[src/rtl/arbiter_8way_if.sv]
// Request/grant bundle between the requesting units and the 8-way arbiter.
// The master side drives requests; the slave side (the arbiter) drives the grant view.
interface arbiter_8way_if;
   logic [7:0] req;
   logic [7:0] grant;
   logic [2:0] grant_id;
   logic       grant_valid;
   logic       preempt;

   modport master (output req, input grant, grant_id, grant_valid, preempt);
   modport slave  (input req, output grant, grant_id, grant_valid, preempt);
endinterface

[src/rtl/arbiter_8way.sv]
// Registered round-robin arbiter sharing one downstream resource among 8 requesters,
// with an optional hold timeout that revokes a long-held grant when others are waiting.
module arbiter_8way #(
   parameter int MAX_HOLD = 16,
   parameter int CNT_W    = 5
) (
   input  logic           clock,
   input  logic           reset,
   arbiter_8way_if.slave  bus
);

   localparam logic [0:0]       IDLE     = 1'b0;
   localparam logic [0:0]       GRANT    = 1'b1;
   localparam logic [CNT_W-1:0] HOLD_MAX = CNT_W'(MAX_HOLD);
   localparam bit               HOLD_EN  = (MAX_HOLD != 0);

   logic [0:0]       state;
   logic [7:0]       grant_r;
   logic [2:0]       grant_id_r;
   logic             preempt_r;
   logic [CNT_W-1:0] hold_cnt;
   logic [2:0]       last_id;
   logic [2:0]       winner;
   logic             others_pending;

   // Scan from the farthest offset back toward last_id+1 so the nearest requester wins;
   // the previous owner (offset 8) therefore has the lowest priority.
   always_comb begin
      winner = last_id;
      for (int i = 8; i >= 1; i--) begin
         if (bus.req[last_id + 3'(i)]) begin
            winner = last_id + 3'(i);
         end
      end
   end

   assign others_pending = |(bus.req & ~grant_r);

   // Every release or revocation passes through IDLE, which gives downstream a switch cycle.
   always_ff @(posedge clock) begin
      if (reset) begin
         state      <= IDLE;
         grant_r    <= '0;
         grant_id_r <= '0;
         preempt_r  <= 1'b0;
         hold_cnt   <= '0;
         last_id    <= 3'd7;
      end else begin
         preempt_r <= 1'b0;
         case (state)
            IDLE: begin
               if (|bus.req) begin
                  grant_r    <= 8'b1 << winner;
                  grant_id_r <= winner;
                  last_id    <= winner;
                  hold_cnt   <= CNT_W'(1);
                  state      <= GRANT;
               end
            end
            GRANT: begin
               if (!bus.req[grant_id_r]) begin
                  grant_r    <= '0;
                  grant_id_r <= '0;
                  state      <= IDLE;
               end else if (HOLD_EN && hold_cnt == HOLD_MAX && others_pending) begin
                  grant_r    <= '0;
                  grant_id_r <= '0;
                  preempt_r  <= 1'b1;
                  state      <= IDLE;
               end else if (HOLD_EN && hold_cnt != HOLD_MAX) begin
                  hold_cnt <= hold_cnt + CNT_W'(1);
               end
            end
            default: begin
               state <= IDLE;
            end
         endcase
      end
   end

   assign bus.grant       = grant_r;
   assign bus.grant_id    = grant_id_r;
   assign bus.grant_valid = |grant_r;
   assign bus.preempt     = preempt_r;

endmodule

[src/flat_wrapper.sv]
// flat-port wrapper written by rule: the top's interface ports become plain ports
module arbiter_8way_flat 
#(
   parameter int MAX_HOLD = 16,
   parameter int CNT_W    = 5
)
  (clock, reset, bus_req, bus_grant, bus_grant_id, bus_grant_valid, bus_preempt);
  arbiter_8way_if bus_i ();
  input  logic clock;
  input  logic reset;
  input wire logic [$bits(bus_i.req)-1:0] bus_req;
  output wire logic [$bits(bus_i.grant)-1:0] bus_grant;
  output wire logic [$bits(bus_i.grant_id)-1:0] bus_grant_id;
  output wire logic [$bits(bus_i.grant_valid)-1:0] bus_grant_valid;
  output wire logic [$bits(bus_i.preempt)-1:0] bus_preempt;
  assign bus_i.req = bus_req;
  assign bus_grant = bus_i.grant;
  assign bus_grant_id = bus_i.grant_id;
  assign bus_grant_valid = bus_i.grant_valid;
  assign bus_preempt = bus_i.preempt;
  arbiter_8way #(.MAX_HOLD(MAX_HOLD), .CNT_W(CNT_W)) u_core (.clock(clock), .reset(reset), .bus(bus_i));
endmodule
[config.mk]
export PLATFORM = sky130hd
export DESIGN_NAME = arbiter_8way_flat
export DESIGN_NICKNAME = d
export VERILOG_FILES = /design/src/rtl/arbiter_8way_if.sv /design/src/rtl/arbiter_8way.sv /design/src/flat_wrapper.sv
export SDC_FILE = /design/constraint.sdc
export NUM_CORES = 1
export LEC_CHECK = 0
export ABC_AREA = 1
export BUFFER_PORTS_ARGS = -buffer_cell sky130_fd_sc_hd__buf_4
export CORE_MARGIN = 3
export CORE_UTILIZATION = 48
export CTS_CLUSTER_SIZE = 16
export DETAILED_ROUTE_END_ITERATION = 8
export PLACE_DENSITY = 0.68
export SYNTH_ARGS = -nofsm -noshare
export SYNTH_HDL_FRONTEND = slang
export SYNTH_SLANG_ARGS = --single-unit
[constraint.sdc]
create_clock -name clock -period 4 [get_ports clock]
set_input_delay 0.4 -clock clock [delete_from_list [all_inputs] [get_ports clock]]
set_output_delay 0.4 -clock clock [all_outputs]
set_load 0.02 [all_outputs]
==> key figures, run 1 <==
Layout
  • Ratio of cells with drive above 1 in the final layout: 0.2313
  • Commonest cells after routing, fill and taps aside: sky130_fd_sc_hd__nand2_1, sky130_fd_sc_hd__inv_1, sky130_fd_sc_hd__nand3_1, sky130_fd_sc_hd__buf_4
  • Area delta synth->final: 10.76%
  • Diode count: 0
  • Leading cell type in the layout, fill and taps excluded: sky130_fd_sc_hd__nand2_1
  • Count of nets after finishing: 309
  • Layout filler cell count: ~350
  • Filler-free cell count of the finished design: 340

Clock network
  • Resized cells post-CTS: 0
  • Cell chosen for the clock root: sky130_fd_sc_hd__clkbuf_4
  • H-tree Lvls: 1
  • Hold buffers post-CTS: 0
  • CTS tree: built
  • Maximum count of clock buffers along a single path: 2
  • CTS buffer count: 3
  • Clock latency of the later-clocked register in the worst-skew pair: approximately 0.31 ns
  • CTS sink cnt: 21
  • Clock transition at the register clock pins on the worst setup and hold paths after CTS: about 0.12 ns
  • Postcts setup bufs: 0

Placed design
  • Detailed Place HPWL: 3488 µm
  • Port bufs: 22
  • Cells after DPL: 336
  • RePlAce Congestion: between 0.9 and 1

Timing
  • Hold Violations, Final: 0
  • Unrepaired setup endpoints after global routing: false
  • Max-slew violation count: 0
  • Slew @ Worst Pin: 0.4687 ns
  • Final min period: 2.823 ns
  • Setup violators final: 0
  • Rel. slew slack: 0.6871
  • Timing-limited maximum frequency: around 350 MHz
  • Summed negative setup slack over all endpoints: 0 ns
  • Worst hold slack: 0.3800 ns
  • Share of the clock period used by the worst path after layout: 0.7057
  • Worst setup skew after layout: 0.007404 ns

Synthesis
  • Adder-cell share of the synthesized area: 0.02851
  • Combinational family with the most area after synthesis: simple AND/OR/NAND/NOR gates
  • Mean instance size in the synthesized netlist: 6.407 µm²
  • Post-synth cell types: 36
  • Multiplexer fraction of the synthesized cell area: 0
  • Xor and xnor fraction of the mapped netlist area: 0.01924
  • Net count after synthesis: 288
  • Yosys reg bits: 21
  • Ys async rst share: 0
  • Proportion of synthesized chip area in sequential cells: 0.2395
  • Post-Synthesis Cell Area: 0.001755 mm²
  • Share of synthesized cell area in and, or, nand and nor gates: 0.4569
  • Synth warnings: 0
  • EDFF count, synth: 0
  • Complex-gate fraction of the synthesized area: 0.1240
  • Dominant synthesized flop cell: sky130_fd_sc_hd__dfxtp_1
  • Instance count of the mapped netlist: 274

Setup path
  • Cell breakdown of the critical path: inv_1 -> ha_1 -> inv_1 -> nand3_1 -> nand3_2 -> nand2_1 -> nand3_1 -> nand2_1 -> nand2_1 -> nand2_1 -> nand2_1 -> nand2_1 -> nand2_1 -> nand2_1 -> nand2_2 -> nand2_2 -> nor2_1 -> nor2_1 -> nor2_1
  • Library cell contributing the largest single delay on the critical path: sky130_fd_sc_hd__dfxtp_1
  • Data required time of the worst path: 4.24 ns
  • Worst setup EP type: flop
  • Worst Setup SP: u_core.last_id[1]
  • Total number of cells along the worst setup path: 19
  • Combined buffer and inverter count along the critical path: 2
  • Critical path destination: u_core.bus.grant[6]
  • Worst path max stage delay: 0.63 ns
  • Reg2reg path depth: 19
  • Type of the worst setup path: reg -> reg
  • Cell family with the largest share of critical-path delay: simple AND/OR/NAND/NOR gates
  • Reg-to-Reg End: u_core.bus.grant[6]
  • Endpoint arrival time on the critical path: 3.07 ns
  • Critical path fanouts, max: 11
  • Most frequent CP cell: sky130_fd_sc_hd__nand2_1
  • Worst reg2reg startpoint: u_core.last_id[1]
  • Kind of start point of the critical path: flop
  • R2r setup slk: around 1.2 ns

Die
  • X dimension of the die: roughly 66 µm
  • Core region area: 0.003416 mm²
  • Site row count: 21
  • Overall die height: 66.48 µm
  • Boundary Pins: 23
  • Overall die area: 0.004419 mm²
  • Effective utilization at floorplan: 0.5139

Drt
  • Remaining design rule violation count: 0
  • Post-detailed-route count of antenna-violating nets: 0
  • Post-detailed-routing wire length: 4288 µm
  • Vias per std cell: 5.068
  • Wire length per cell: 12.61 µm
  • Pre-Repair DR Iteration Count: 4
  • Routed vias: between 1500 and 2000
  • Initial DRC Count: around 110

GRT
  • Number of antenna violations at the first check in global routing: 0
  • Total routing resource utilization after global routing: 0.2217
  • Maximum number of pins on one net before global-route repair: 16
  • Number of global-route vias before repair: ~1600
  • Global route total overflow: 0
  • Global-route wire length before repair: roughly 7600 µm

Power and ir drop
  • Lkg Pwr: 0.9595 nW
  • Power Dens Cells: 1002 mW/mm²
  • Maximum vdd drop: 761.8 µV

Job
  • Max Cap Violations: 0

Hold path
  • Worst hold path type: in -> reg

Run status
  • Outcome: complete, no violations
-- final cells by class --
| cell class | instances | area (µm²) | area share |
|---|---|---|---|
| Inverter | 44 | 167.7 | 0.08623 |
| Multi-Input combinational cell | 203 | 1104 | 0.5676 |
| Tap cell | 46 | 57.56 | 0.02960 |
| Clock inverter | 1 | 7.507 | 0.003861 |
| Timing Repair Buffer | 22 | 165.2 | 0.08494 |
| Sequential cell | 21 | 420.4 | 0.2162 |
| Clock buffer | 3 | 22.52 | 0.01158 |
-- sequential cells by signal (all words and copies together) (netlist names) --
signal	count
u_core.state	1
u_core.hold_cnt	5
u_core.bus.grant	8
u_core.last_id	3
u_core.bus.grant_id	3
u_core.bus.preempt	1
-- where the power goes --
part / switching (mW) / internal, mW / leakage (nW)
sequential: 0.0977 / 0.270 / 0.172
clock: 0.0657 / 0.0381 / 0.0139
combinational: 0.959 / 0.518 / 0.774
total: 1.12 / 0.827 / 0.960
-- Yosys cell counts, types with 4 or more instances --
library cell	n	area, µm²
sky130_fd_sc_hd__nand3_2	9	90.09
sky130_fd_sc_hd__a21oi_1	12	60.06
sky130_fd_sc_hd__nor2_1	21	78.83
sky130_fd_sc_hd__nand2_2	13	81.33
sky130_fd_sc_hd__nor3_1	4	20.02
sky130_fd_sc_hd__o211ai_1	5	37.54
sky130_fd_sc_hd__o21ai_0	4	20.02
sky130_fd_sc_hd__nand2_1	75	281.5
sky130_fd_sc_hd__dfxtp_1	21	420.4
sky130_fd_sc_hd__ha_1	4	50.05
sky130_fd_sc_hd__nand3_1	26	130.1
sky130_fd_sc_hd__a21oi_2	8	70.07
sky130_fd_sc_hd__inv_1	39	146.4
-- kinds of logic (layout without fill, tap and decap cells) --
kind of cell | after synthesis | in the layout
compound gates | 33 | 33
xor+xnor | 3 | 3
fa+ha+maj | 4 | 4
buf+inv | 50 | 70
flops | 21 | 21
simple gates | 163 | 163
-- worst min path at each step --
| stage | startpoint | to | slack [ns] | cells after the start |
|---|---|---|---|---|
| 2_1_floorplan | reset | u_core.bus.grant[0] | 0.46 | 1 |
| 4_1_cts | reset | u_core.bus.grant[5] | 0.38 | 2 |
| 3_3_place_gp | u_core.bus.grant_id[2] | u_core.bus.grant_id[2] | 0.49 | 2 |
| 6_report | reset | u_core.bus.grant[5] | 0.38 | 2 |
| 3_5_place_dp | u_core.bus.grant_id[2] | u_core.bus.grant_id[2] | 0.49 | 2 |
| 5_1_grt | reset | u_core.bus.grant[2] | 0.38 | 2 |
-- stage by stage --
| stage | util | total power, mW | worst slack, ns | area [µm²] |
|---|---|---|---|---|
| 5_1_grt | 0.5692 | 2.186 | 0.8475 | 1944 |
| 6_report | 0.5692 | 1.949 | 1.177 | 1944 |
| 4_1_cts | 0.5692 | 1.955 | 1.195 | 1944 |
| 2_1_floorplan | - | 1.540 | 1.814 | 1755 |
| 3_3_place_gp | 0.5604 | 1.854 | 1.283 | 1914 |
| 3_5_place_dp | 0.5604 | 1.842 | 1.246 | 1914 |
-- routing by layer --
layer / share of wire / track usage / up-vias
li1: - / - / 913
met1: 0.47 / 0.2971 / 762
met2: 0.46 / 0.3631 / 44
met3: 0.052 / 0.02361 / 4
met4: 0.013 / 0.08376 / 0
met5: 0 / 0 / -
No activity file was read; power rests on OpenSTA's default activity.
==> inputs of run 2 (changes only) <==
Settings changed: ABC_AREA 1 to 0.
Clock period 4 ns to 2.92 ns, I/O delays scaled along.
==> key figures, run 2 <==
Setup path
  • Data required time of the worst path: 3.08 ns (-1.16 ns)
  • R2r setup slk: 0.11 ns (-1.07 ns)
  • Critical path fanouts, max: 6 (-5)
  • Type of the worst setup path: reg -> reg
  • Kind of start point of the critical path: flop
  • Worst setup EP type: flop
  • Endpoint arrival time on the critical path: 2.97 ns (-0.10 ns)

Power and ir drop
  • Switching power total: 1.279 mW (+14%)
  • Sequential share of power: 0.173 (-0.016)
  • Internal power: 1.427 mW (+73%)
  • Fraction of power consumed by the clock network: 0.071 (+0.018)
  • Power Dens Cells: 1311 mW/mm² (+31%)
  • Portion of total power attributed to combinational logic: 0.756 (-0.002)
  • Fraction of power spent switching nets: 0.4727 (-0.1031)
  • Lkg Pwr: 0.8611 nW (-10%)
  • Maximum vdd drop: 828.8 µV (+8.8%)

Synthesis
  • Net count after synthesis: 205 (-29%)
  • Post-synth cell types: 55 (+53%)
  • Synth warnings: 0 (unchanged)
  • Mean instance size in the synthesized netlist: 9.197 µm² (+44%)
  • Ys async rst share: 0 (unchanged)
  • Most numerous cell types in the synthesized netlist: sky130_fd_sc_hd__dfxtp_1, sky130_fd_sc_hd__nand2_1, sky130_fd_sc_hd__inv_1
  • Proportion of synthesized chip area in sequential cells: 0.2393 (about the same)
  • Cell types occupying the most area after synthesis: sky130_fd_sc_hd__dfxtp_1, sky130_fd_sc_hd__mux4_2, sky130_fd_sc_hd__a21oi_1
  • Dominant synthesized flop cell: sky130_fd_sc_hd__dfxtp_1
  • Dominant cell type by area after synthesis: sky130_fd_sc_hd__dfxtp_1
  • EDFF count, synth: 0 (unchanged)
  • Proportion of netlist area held by the largest area contributor: 0.2393 (about the same)
  • Yosys reg bits: 21 (unchanged)
  • Post-Synthesis Cell Area: 0.001757 mm² (about the same)
  • Most instantiated library cell after synthesis: sky130_fd_sc_hd__dfxtp_1
  • Instance count of the mapped netlist: 191 (-30%)

Clock network
  • CTS buffer count: 3 (unchanged)
  • Cell chosen for the clock root: sky130_fd_sc_hd__clkbuf_8
  • CTS tree: built
  • Clock transition at the register clock pins on the worst setup and hold paths after CTS: 0.08 ns (-0.04 ns)
  • CTS sink cnt: 21 (unchanged)
  • Clock latency of the later-clocked register in the worst-skew pair: 0.27 ns (-0.04 ns)
  • Hold buffers post-CTS: 0 (unchanged)
  • Maximum count of clock buffers along a single path: 2 (unchanged)
  • H-tree Lvls: 1 (unchanged)

Layout
  • Ratio of cells with drive above 1 in the final layout: 0.2765 (+0.04521)
  • Core utilization of the finished layout: 0.5998 (+0.03055)
  • Multi-input gate area in the final layout: 0.001255 mm² (+14%)
  • Diode count: 0 (unchanged)
  • Count of nets after finishing: 232 (-25%)
  • Commonest cells after routing, fill and taps aside: sky130_fd_sc_hd__buf_4, sky130_fd_sc_hd__dfxtp_1, sky130_fd_sc_hd__nand2_1, sky130_fd_sc_hd__inv_1, sky130_fd_sc_hd__a21oi_1
  • Register area: 420.4 µm² (unchanged)
  • Leading cell type in the layout, fill and taps excluded: sky130_fd_sc_hd__buf_4
  • Flip-flop count of the largest register after layout: 8 (unchanged)
  • Area delta synth->final: 17.52%
  • Filler-free cell count of the finished design: 263 (-23%)
  • Layout filler cell count: 312 (-11%)

Die
  • Core region area: 0.003442 mm² (+0.77%)
  • X dimension of the die: 66.50 µm (about the same)
  • Overall die area: 0.004422 mm² (about the same)
  • Overall die height: 66.50 µm (about the same)
  • Boundary Pins: 23 (unchanged)
  • Effective utilization at floorplan: 0.5104 (-0.003560)
  • Site row count: 21 (unchanged)

Timing
  • Final min period: 2.810 ns (-0.01263 ns)
  • Unrepaired setup endpoints after global routing: false
  • Worst hold slack: 0.3458 ns (-0.03416 ns)
  • Setup violators final: 0 (unchanged)
  • Share of the clock period used by the worst path after layout: 0.9624 (+0.2567)
  • Slew @ Worst Pin: 0.7652 ns (+0.2965 ns)
  • Timing-limited maximum frequency: 355.8 MHz (+0.45%)
  • Hold Violations, Final: 0 (unchanged)
  • Max-slew violation count: 0 (unchanged)
  • Rel. slew slack: 0.4898 (-0.1973)
  • Summed negative setup slack over all endpoints: 0 ns (unchanged)
  • Worst setup skew after layout: 0.007915 ns (+0.0005114 ns)

Drt
  • Remaining design rule violation count: 0 (unchanged)
  • Wire length per cell: 18.49 µm (+47%)
  • Initial DRC Count: 139 (+32%)
  • Routed vias: 1700 (-1.3%)
  • Post-detailed-route count of antenna-violating nets: 0 (unchanged)
  • Pre-Repair DR Iteration Count: 5 (+1)
  • Vias per std cell: 6.464 (+28%)
  • Post-detailed-routing wire length: 4862 µm (+13%)

GRT
  • Number of antenna violations at the first check in global routing: 0 (unchanged)
  • Global route total overflow: 0 (unchanged)
  • Maximum number of pins on one net before global-route repair: 21 (+5)
  • Number of global-route vias before repair: 1729 (+7.3%)
  • Global-route wire length before repair: 8121 µm (+7.2%)
  • Total routing resource utilization after global routing: 0.2406 (+0.01895)

Placed design
  • Detailed Place HPWL: 3652 µm (+4.7%)
  • RePlAce Congestion: 0.8730 (-3.5%)
  • Cells after DPL: 259 (-23%)
  • Port bufs: 22 (unchanged)

Hold path
  • Worst hold path type: in -> reg

Job
  • Max Cap Violations: 0 (unchanged)

Run status
  • Outcome: complete, no violations
run 2: cell count changes after synthesis, moves of 13 or more:
cell	delta
sky130_fd_sc_hd__nand2_2	-13
sky130_fd_sc_hd__inv_1	-24
sky130_fd_sc_hd__nor2_1	-14
sky130_fd_sc_hd__nand3_1	-20
sky130_fd_sc_hd__nand2_1	-59
run 2: final timing paths:
check                           endpoint              startpoint  cells past startpoint
hold / removal              u_core.state                   reset                      2
hold reg to reg   u_core.bus.grant_id[2]  u_core.bus.grant_id[2]                      2
setup reg to reg     u_core.bus.grant[3]       u_core.last_id[1]                      9
setup / recovery     u_core.bus.grant[3]       u_core.last_id[1]                      9
run 2: kinds of logic after synthesis:
logic type	synth area share
compound gates	0.2293
buf+inv	0.05768
mux	0.2343
simple gates	0.1809
fa+ha+maj	0.02849
flops	0.2393
xor+xnor	0.02991
run 2: final cells by class:
class,count,share of cell area
multi-input combinational,146,0.6079
timing repair buffer,30,0.1091
sequential,21,0.2036
clock buffer,3,0.02000
clock inverter,1,0.002424
tap,46,0.02788
inverter,16,0.02909
run 2: power groups by stage:
stage / registers (mW) / clock network [mW] / logic (mW)
after floorplan: 0.511 / 0 / 1.39
after global placement: 0.465 / 0 / 1.91
after CTS: 0.463 / 0.194 / 1.98
after detailed placement: 0.470 / 0 / 1.95
after global routing: 0.475 / 0.203 / 2.24
final: 0.468 / 0.192 / 2.05
run 2: routing by layer:
metal | track usage | vias up | part of all wire
met2 | 0.4362 | 89 | 0.52
met1 | 0.2646 | 806 | 0.38
met4 | 0.1396 | 0 | 0.030
met5 | 0 | - | 0
li1 | - | 790 | -
met3 | 0.03204 | 15 | 0.067
run 2: repair_timing:
action | 4_1_cts | 5_1_grt
buffers inserted | 0 | 0
resized for setup | 1 | 3
endpoints found under the hold margin | 0 | 0
endpoints found under the setup margin | 2 | 8
run 2: critical path, cell delays in order, from the launching register on:
cell and delay (ns):
sky130_fd_sc_hd__dfxtp_1 0.33, sky130_fd_sc_hd__inv_1 0.08, sky130_fd_sc_hd__ha_4 0.32, sky130_fd_sc_hd__mux2_4 0.32
sky130_fd_sc_hd__mux4_2 0.50, sky130_fd_sc_hd__or3b_1 0.19, sky130_fd_sc_hd__a21oi_1 0.08, sky130_fd_sc_hd__or4_4 0.45
sky130_fd_sc_hd__and3_4 0.18, sky130_fd_sc_hd__a32o_2 0.26
run 2: through the flow:
| stage | cell area [µm²] | total power [mW] | worst slack [ns] |
|---|---|---|---|
| detailed placement | 1998 | 2.423 | 0.01774 |
| floorplan | 1757 | 1.903 | 0.03065 |
| finish | 2064 | 2.706 | 0.1097 |
| global placement | 1998 | 2.376 | 0.05538 |
| CTS | 2047 | 2.635 | 0.03023 |
| global route | 2064 | 2.916 | 0.003530 |
